### src/rtl/icache_pkg.sv
// Shared types and constants for the instruction-cache fetch responder.
package icache_pkg;

  typedef enum logic [0:0] {
    IDLE = 1'b0,
    FILL = 1'b1
  } state_t;

  localparam int NUM_LINES  = 32;
  localparam int LINE_WORDS = 8;
  localparam int MEM_LAT    = 4;

  localparam int ADDR_W      = 16;
  localparam int WORD_W      = 16;
  localparam int BYTE_OFF    = 1;
  localparam int OFFSET_W    = 3;
  localparam int INDEX_W     = $clog2(NUM_LINES);
  localparam int TAG_W       = ADDR_W - INDEX_W - OFFSET_W - BYTE_OFF;
  localparam int LINE_ADDR_W = ADDR_W - OFFSET_W - BYTE_OFF;

  // Rebuild a halfword-aligned byte address from a line number and word offset.
  // The offset is concatenated, never added, so a line near 16'hFFF0 cannot carry.
  function automatic logic [ADDR_W-1:0] word_addr(
    input logic [LINE_ADDR_W-1:0] line,
    input logic [OFFSET_W-1:0]    off
  );
    return {line, off, {BYTE_OFF{1'b0}}};
  endfunction

endpackage

### src/rtl/icache_line_array.sv
// Direct-mapped line storage: valid bits, tags and data words.
// Asynchronous read of one word plus its line's valid/tag; synchronous writes.
module icache_line_array
  import icache_pkg::*;
#(
  parameter int NUM_LINES  = icache_pkg::NUM_LINES,
  parameter int LINE_WORDS = icache_pkg::LINE_WORDS,
  parameter int IDX_W      = $clog2(NUM_LINES),
  parameter int TG_W       = ADDR_W - IDX_W - OFFSET_W - BYTE_OFF
) (
  input  logic                clk,
  input  logic                rst,
  input  logic [IDX_W-1:0]    rd_index,
  input  logic [OFFSET_W-1:0] rd_offset,
  output logic                rd_valid,
  output logic [TG_W-1:0]     rd_tag,
  output logic [WORD_W-1:0]   rd_word,
  input  logic                inval_en,
  input  logic [IDX_W-1:0]    inval_index,
  input  logic                wr_en,
  input  logic [IDX_W-1:0]    wr_index,
  input  logic [OFFSET_W-1:0] wr_offset,
  input  logic [WORD_W-1:0]   wr_data,
  input  logic                tag_wr,
  input  logic [TG_W-1:0]     wr_tag
);

  logic [NUM_LINES-1:0] valid_bits;
  logic [TG_W-1:0]      tag_mem  [NUM_LINES];
  logic [WORD_W-1:0]    data_mem [NUM_LINES][LINE_WORDS];

  assign rd_valid = valid_bits[rd_index];
  assign rd_tag   = tag_mem[rd_index];
  assign rd_word  = data_mem[rd_index][rd_offset];

  // Valid bits: global clear on reset, per-line clear when a refill starts,
  // set together with the tag when the last word of the line lands.
  always_ff @(posedge clk) begin
    if (rst) begin
      valid_bits <= '0;
    end else begin
      if (inval_en) valid_bits[inval_index] <= 1'b0;
      if (tag_wr)   valid_bits[wr_index]    <= 1'b1;
    end
  end

  // Tag array is written once per refill, on the final return.
  always_ff @(posedge clk) begin
    if (tag_wr) tag_mem[wr_index] <= wr_tag;
  end

  // Data array takes one returned word per cycle; contents survive reset.
  always_ff @(posedge clk) begin
    if (wr_en) data_mem[wr_index][wr_offset] <= wr_data;
  end

endmodule

### src/rtl/icache_fetch_responder.sv
// Fetch-side instruction cache responder: combinational hit path, stall on miss,
// and a back-to-back line refill from a fixed-latency pipelined memory.
module icache_fetch_responder
  import icache_pkg::*;
#(
  parameter int NUM_LINES  = icache_pkg::NUM_LINES,
  parameter int LINE_WORDS = icache_pkg::LINE_WORDS,
  parameter int MEM_LAT    = icache_pkg::MEM_LAT
) (
  input  logic              clk,
  input  logic              rst,
  input  logic              fetch_req,
  input  logic [ADDR_W-1:0] fetch_addr,
  output logic [WORD_W-1:0] inst,
  output logic              stall,
  output logic              mem_req,
  output logic [ADDR_W-1:0] mem_addr,
  input  logic [WORD_W-1:0] mem_rdata,
  input  logic              mem_rvalid
);

  localparam int IDX_W    = $clog2(NUM_LINES);
  localparam int TG_W     = ADDR_W - IDX_W - OFFSET_W - BYTE_OFF;
  localparam int CNT_W    = OFFSET_W + 1;
  localparam int FILL_MAX = LINE_WORDS + MEM_LAT;
  localparam int AGE_W    = $clog2(FILL_MAX + 1);

  localparam logic [CNT_W-1:0] WORDS_C   = CNT_W'(LINE_WORDS);
  localparam logic [CNT_W-1:0] LAST_WORD = CNT_W'(LINE_WORDS - 1);
  localparam logic [AGE_W-1:0] AGE_LIMIT = AGE_W'(FILL_MAX);

  // Address fields of the current PC.
  logic [OFFSET_W-1:0] fetch_off;
  logic [IDX_W-1:0]    fetch_idx;
  logic [TG_W-1:0]     fetch_tag;
  logic                unused_byte_bit;

  assign fetch_off       = fetch_addr[OFFSET_W+BYTE_OFF-1:BYTE_OFF];
  assign fetch_idx       = fetch_addr[OFFSET_W+BYTE_OFF +: IDX_W];
  assign fetch_tag       = fetch_addr[ADDR_W-1 -: TG_W];
  assign unused_byte_bit = fetch_addr[0];

  // Control state.
  state_t           state;
  logic [CNT_W-1:0] issue_cnt;
  logic [CNT_W-1:0] ret_cnt;
  logic [AGE_W-1:0] fill_age;

  // Line being refilled; index and tag are slices of it.
  logic [LINE_ADDR_W-1:0] fill_line;
  logic [IDX_W-1:0]       fill_idx;
  logic [TG_W-1:0]        fill_tag;

  assign fill_idx = fill_line[IDX_W-1:0];
  assign fill_tag = fill_line[LINE_ADDR_W-1 -: TG_W];

  // Array read port and derived hit/miss.
  logic              rd_valid;
  logic [TG_W-1:0]   rd_tag;
  logic [WORD_W-1:0] rd_word;
  logic              hit;
  logic              miss;
  logic              issuing;
  logic              ret_fire;
  logic              last_ret;

  assign hit      = rd_valid && (rd_tag == fetch_tag);
  assign miss     = (state == IDLE) && fetch_req && !hit;
  assign issuing  = (state == FILL) && (issue_cnt < WORDS_C);
  assign ret_fire = (state == FILL) && mem_rvalid;
  assign last_ret = ret_fire && (ret_cnt == LAST_WORD);

  // Outputs: the miss-detect cycle already stalls; FILL always stalls.
  assign stall    = (state == FILL) || miss;
  assign inst     = ((state == IDLE) && fetch_req && hit) ? rd_word : '0;
  assign mem_req  = issuing;
  assign mem_addr = issuing ? word_addr(fill_line, issue_cnt[OFFSET_W-1:0]) : '0;

  icache_line_array #(
    .NUM_LINES (NUM_LINES),
    .LINE_WORDS(LINE_WORDS),
    .IDX_W     (IDX_W),
    .TG_W      (TG_W)
  ) u_lines (
    .clk        (clk),
    .rst        (rst),
    .rd_index   (fetch_idx),
    .rd_offset  (fetch_off),
    .rd_valid   (rd_valid),
    .rd_tag     (rd_tag),
    .rd_word    (rd_word),
    .inval_en   (miss),
    .inval_index(fetch_idx),
    .wr_en      (ret_fire),
    .wr_index   (fill_idx),
    .wr_offset  (ret_cnt[OFFSET_W-1:0]),
    .wr_data    (mem_rdata),
    .tag_wr     (last_ret),
    .wr_tag     (fill_tag)
  );

  // FSM and counters: enter FILL on a miss, issue and collect LINE_WORDS words,
  // return to IDLE on the last word. Redirects and fetch_req drops do not abort.
  always_ff @(posedge clk) begin
    if (rst) begin
      state     <= IDLE;
      issue_cnt <= '0;
      ret_cnt   <= '0;
      fill_age  <= '0;
    end else begin
      case (state)
        IDLE: begin
          if (miss) begin
            state     <= FILL;
            issue_cnt <= '0;
            ret_cnt   <= '0;
            fill_age  <= '0;
          end
        end
        FILL: begin
          fill_age <= fill_age + 1'b1;
          if (issuing)  issue_cnt <= issue_cnt + 1'b1;
          if (ret_fire) ret_cnt   <= ret_cnt + 1'b1;
          if (last_ret) state     <= IDLE;
        end
        default: state <= IDLE;
      endcase
    end
  end

  // Latch the missing line's address; held for the whole refill.
  always_ff @(posedge clk) begin
    if (miss) fill_line <= fetch_addr[ADDR_W-1:OFFSET_W+BYTE_OFF];
  end

  // A refill must finish within LINE_WORDS + MEM_LAT cycles of entering FILL.
  always_ff @(posedge clk) begin
    if (!rst && (state == FILL)) assert (fill_age < AGE_LIMIT);
  end

endmodule

### config.mk
export PLATFORM = sky130hd
export DESIGN_NAME = icache_fetch_responder
export DESIGN_NICKNAME = d
export VERILOG_FILES = /design/src/rtl/icache_pkg.sv /design/src/rtl/icache_line_array.sv /design/src/rtl/icache_fetch_responder.sv
export SDC_FILE = /design/constraint.sdc
export NUM_CORES = 2
export LEC_CHECK = 0
export CAP_MARGIN = 5
export CORE_MARGIN = 4
export CORE_UTILIZATION = 53
export DETAILED_ROUTE_END_ITERATION = 6
export PLACE_DENSITY = 0.73
export SLEW_MARGIN = 30
export SYNTH_ARGS = -nofsm -noshare
export SYNTH_HDL_FRONTEND = slang
export SYNTH_MEMORY_MAX_BITS = 65536
export SYNTH_SLANG_ARGS = --single-unit
### constraint.sdc
create_clock -name clk -period 9.72 [get_ports clk]
set_clock_uncertainty 0.1 [all_clocks]
set_input_delay 1.944 -clock clk [delete_from_list [all_inputs] [get_ports clk]]
set_output_delay 1.944 -clock clk [all_outputs]
set_load 0.1 [all_outputs]
==> summary.txt <==
Status
  • Outcome: complete, no violations

Routing
  • DR pass1 iterations: 6
  • Post-DR vias/cell: slightly below 7
  • Routed WL: roughly 440000 µm
  • # DRC: 0
  • Vias: 84500
  • Starting DRT DRC Count: 14700
  • Post-route antenna net violation count: 0
  • Routed length per instance: 35.5 µm

Clock network
  • Number of H-tree levels: 5
  • CTS Hold Bufs: 0
  • Post-CTS setup buffers: 0
  • Worst-path clk slew: 0.06 ns
  • Sink Count: 4373
  • Root Buffer: clkbuf_16
  • Clk Latency, worst-skew pair: 0.93 ns
  • Post-cts sizing count: 0
  • Max Buffers Root-to-Sink: 4
  • TritonCTS buffer count: 420
  • CTS tree: built

Yosys
  • Seq/Total Area, Yosys: 77.8%
  • Synth Warn #: 0
  • Post-synth EDFFs: 4332
  • Post-synthesis register bit count: 4373
  • Synth Net Count: between 7000 and 8000
  • Yosys top cell by area: edfxtp_1
  • Post-Syn Instances: approximately 7600
  • Count of cell types in the netlist: 70
  • Synth top area share: 77.3%
  • Synth area leaders: edfxtp_1, mux4_2, mux2i_1
  • Top FF cell, synth: edfxtp_1
  • Ys async rst share: 0%
  • Synthesized area per cell: 22.3 µm²
  • Syn Std Cell Area: 168000 µm²

Floorplan
  • Die W: 571 µm
  • Placement row count: 206
  • Full die area: roughly 330000 µm²
  • Core area: 315000 µm²
  • Starting Density: 53.3%
  • Chip Height: 571 µm
  • I/O pins: 70

Pwr
  • Pwr/cell area: 204 nW/µm²
  • Worst IR drop on VDD: 0.154 mV
  • P_leak: 59.1 nW
  • Power, Total: 38.7 mW

GRT
  • Number of global-route vias before repair: 82700
  • First-pass GRT wire length: 628000 µm
  • GR Overflow Total: 0
  • Largest net degree at the start of global routing: 166
  • Initial antenna violation count: 34
  • GRT Overall Usage: 27.1%

Finish
  • Layout cells sized above 1: 28.9%
  • Final Core Density: around three fifths
  • Cell area after layout: 190000 µm²
  • Commonest cells after routing, fill and taps aside: edfxtp_1, mux4_2, clkbuf_16
  • Final nets: about 8000
  • Commonest non-fill, non-tap cell in the layout: edfxtp_1
  • P&R area growth vs syn: 12.9%

Worst setup path
  • Nature of the critical path startpoint: primary input
  • CP endpoint kind: output port
  • CP max FO: 74
  • CP Data Required Time: 7.68 ns
  • Setup Crit Path Kind: primary input to output port
  • Arr. time, crit path: ~6.8 ns

STA
  • Fin. max-slew vios: 0
  • Hold Worst Slack: 0.380 ns
  • Minimum clock period after layout: approximately 9 ns
  • Worst Max-Slew Pin Slew: around 1.1 ns
  • Final setup viols: 0
  • Unrepaired setup endpoints after global routing: false
  • Max-slew headroom: 24.7%
  • Max frequency: 0.113 GHz
  • Final hold vios: 0
  • Final period utilization: between 90% and 100%

Run
  • Number of max-cap violations: 0

Placement
  • Detailed Place HPWL: 250000 µm
  • Placer Congestion: 0.954
  • Placed inst area: ~180000 µm²
  • Port buffer count: 67

Min path
  • Hold Crit Class: register to register
==> area by class of cell <==
cell class	count	area (µm²)
antenna	24	60.1
clock buffer	509	10900
multi-input combinational	2693	36100
timing repair buffer	433	4180
fill	20900	126000
sequential	4373	131000
clock inverter	242	2480
inverter	37	141
tap	4160	5200
==> flip-flops by register name, indices dropped and copies added, names as in the netlist <==
name                cells
u_lines.data_mem     4096
u_lines.tag_mem       224
u_lines.valid_bits     32
ret_cnt                 4
fill_line              12
issue_cnt               4
state                   1
==> per-stage QoR <==
step	instances	setup slack [ns]	TNS, ns
2_1_floorplan	7551	-1.22	-3.67
3_5_place_dp	11700	1.21	0
3_3_place_gp	11700	1.20	0
4_1_cts	12400	1.20	0
5_1_grt	12500	0.827	0
6_report	12500	0.887	0
==> cells by family after synthesis <==
family,count (synthesis),synth area share [%]
AND/OR/NAND/NOR,674,1.85
AO/OA/AOI/OAI,583,2.33
adder cells (fa/ha/maj),2,0.0149
buffers and inverters,485,1.32
multiplexers,1431,16.7
flip-flops,4373,77.8
other,1,0.00223
XOR/XNOR,2,0.0104
==> worst max-delay path, stage by stage <==
cell and delay (ns):
buf_12 0.32, buf_16 0.49, buf_12 0.37, mux2i_1 0.25, o22ai_1 0.15, nor4_1 0.74, and3b_1 0.32, o22ai_1 0.12
nor4_4 0.46, nand2_2 0.37, buf_4 0.34, nor4_1 0.35, buf_4 0.26, buf_12 0.19
==> report_power, final <==
group          switching, mW  internal (mW)
clock                   6.95           9.07
combinational           1.29          0.650
sequential           0.00779           20.7
==> layer usage <==
metal	global-route usage (%)	routed length (µm)
met2	40.6	207000
met3	8.06	58100
met5	0	142
met1	37.5	157000
met4	11.5	20700
==> synthesized netlist by cell type, drive strengths merged, types with 37 or more instances <==
| cell type | number |
|---|---|
| edfxtp | 4332 |
| mux4 | 1088 |
| nor2 | 323 |
| buf | 263 |
| mux2i | 234 |
| clkbuf | 185 |
| o22ai | 180 |
| nand2 | 153 |
| mux2 | 109 |
| a21oi | 96 |
| o21ai | 74 |
| o221ai | 59 |
| dfxtp | 41 |
| a221oi | 37 |
| inv | 37 |
==> worst paths after layout <==
check	end	slack (ns)	from	cells after the start
min	u_lines.valid_bits[21]	0.38	u_lines.valid_bits[21]	2
min reg2reg	u_lines.valid_bits[21]	0.38	u_lines.valid_bits[21]	2
max	inst[0]	0.89	fetch_addr[5]	14
max reg2reg	issue_cnt[1]	5.52	u_lines.tag_mem[22][1]	10
(Power assumes the default switching activity.)
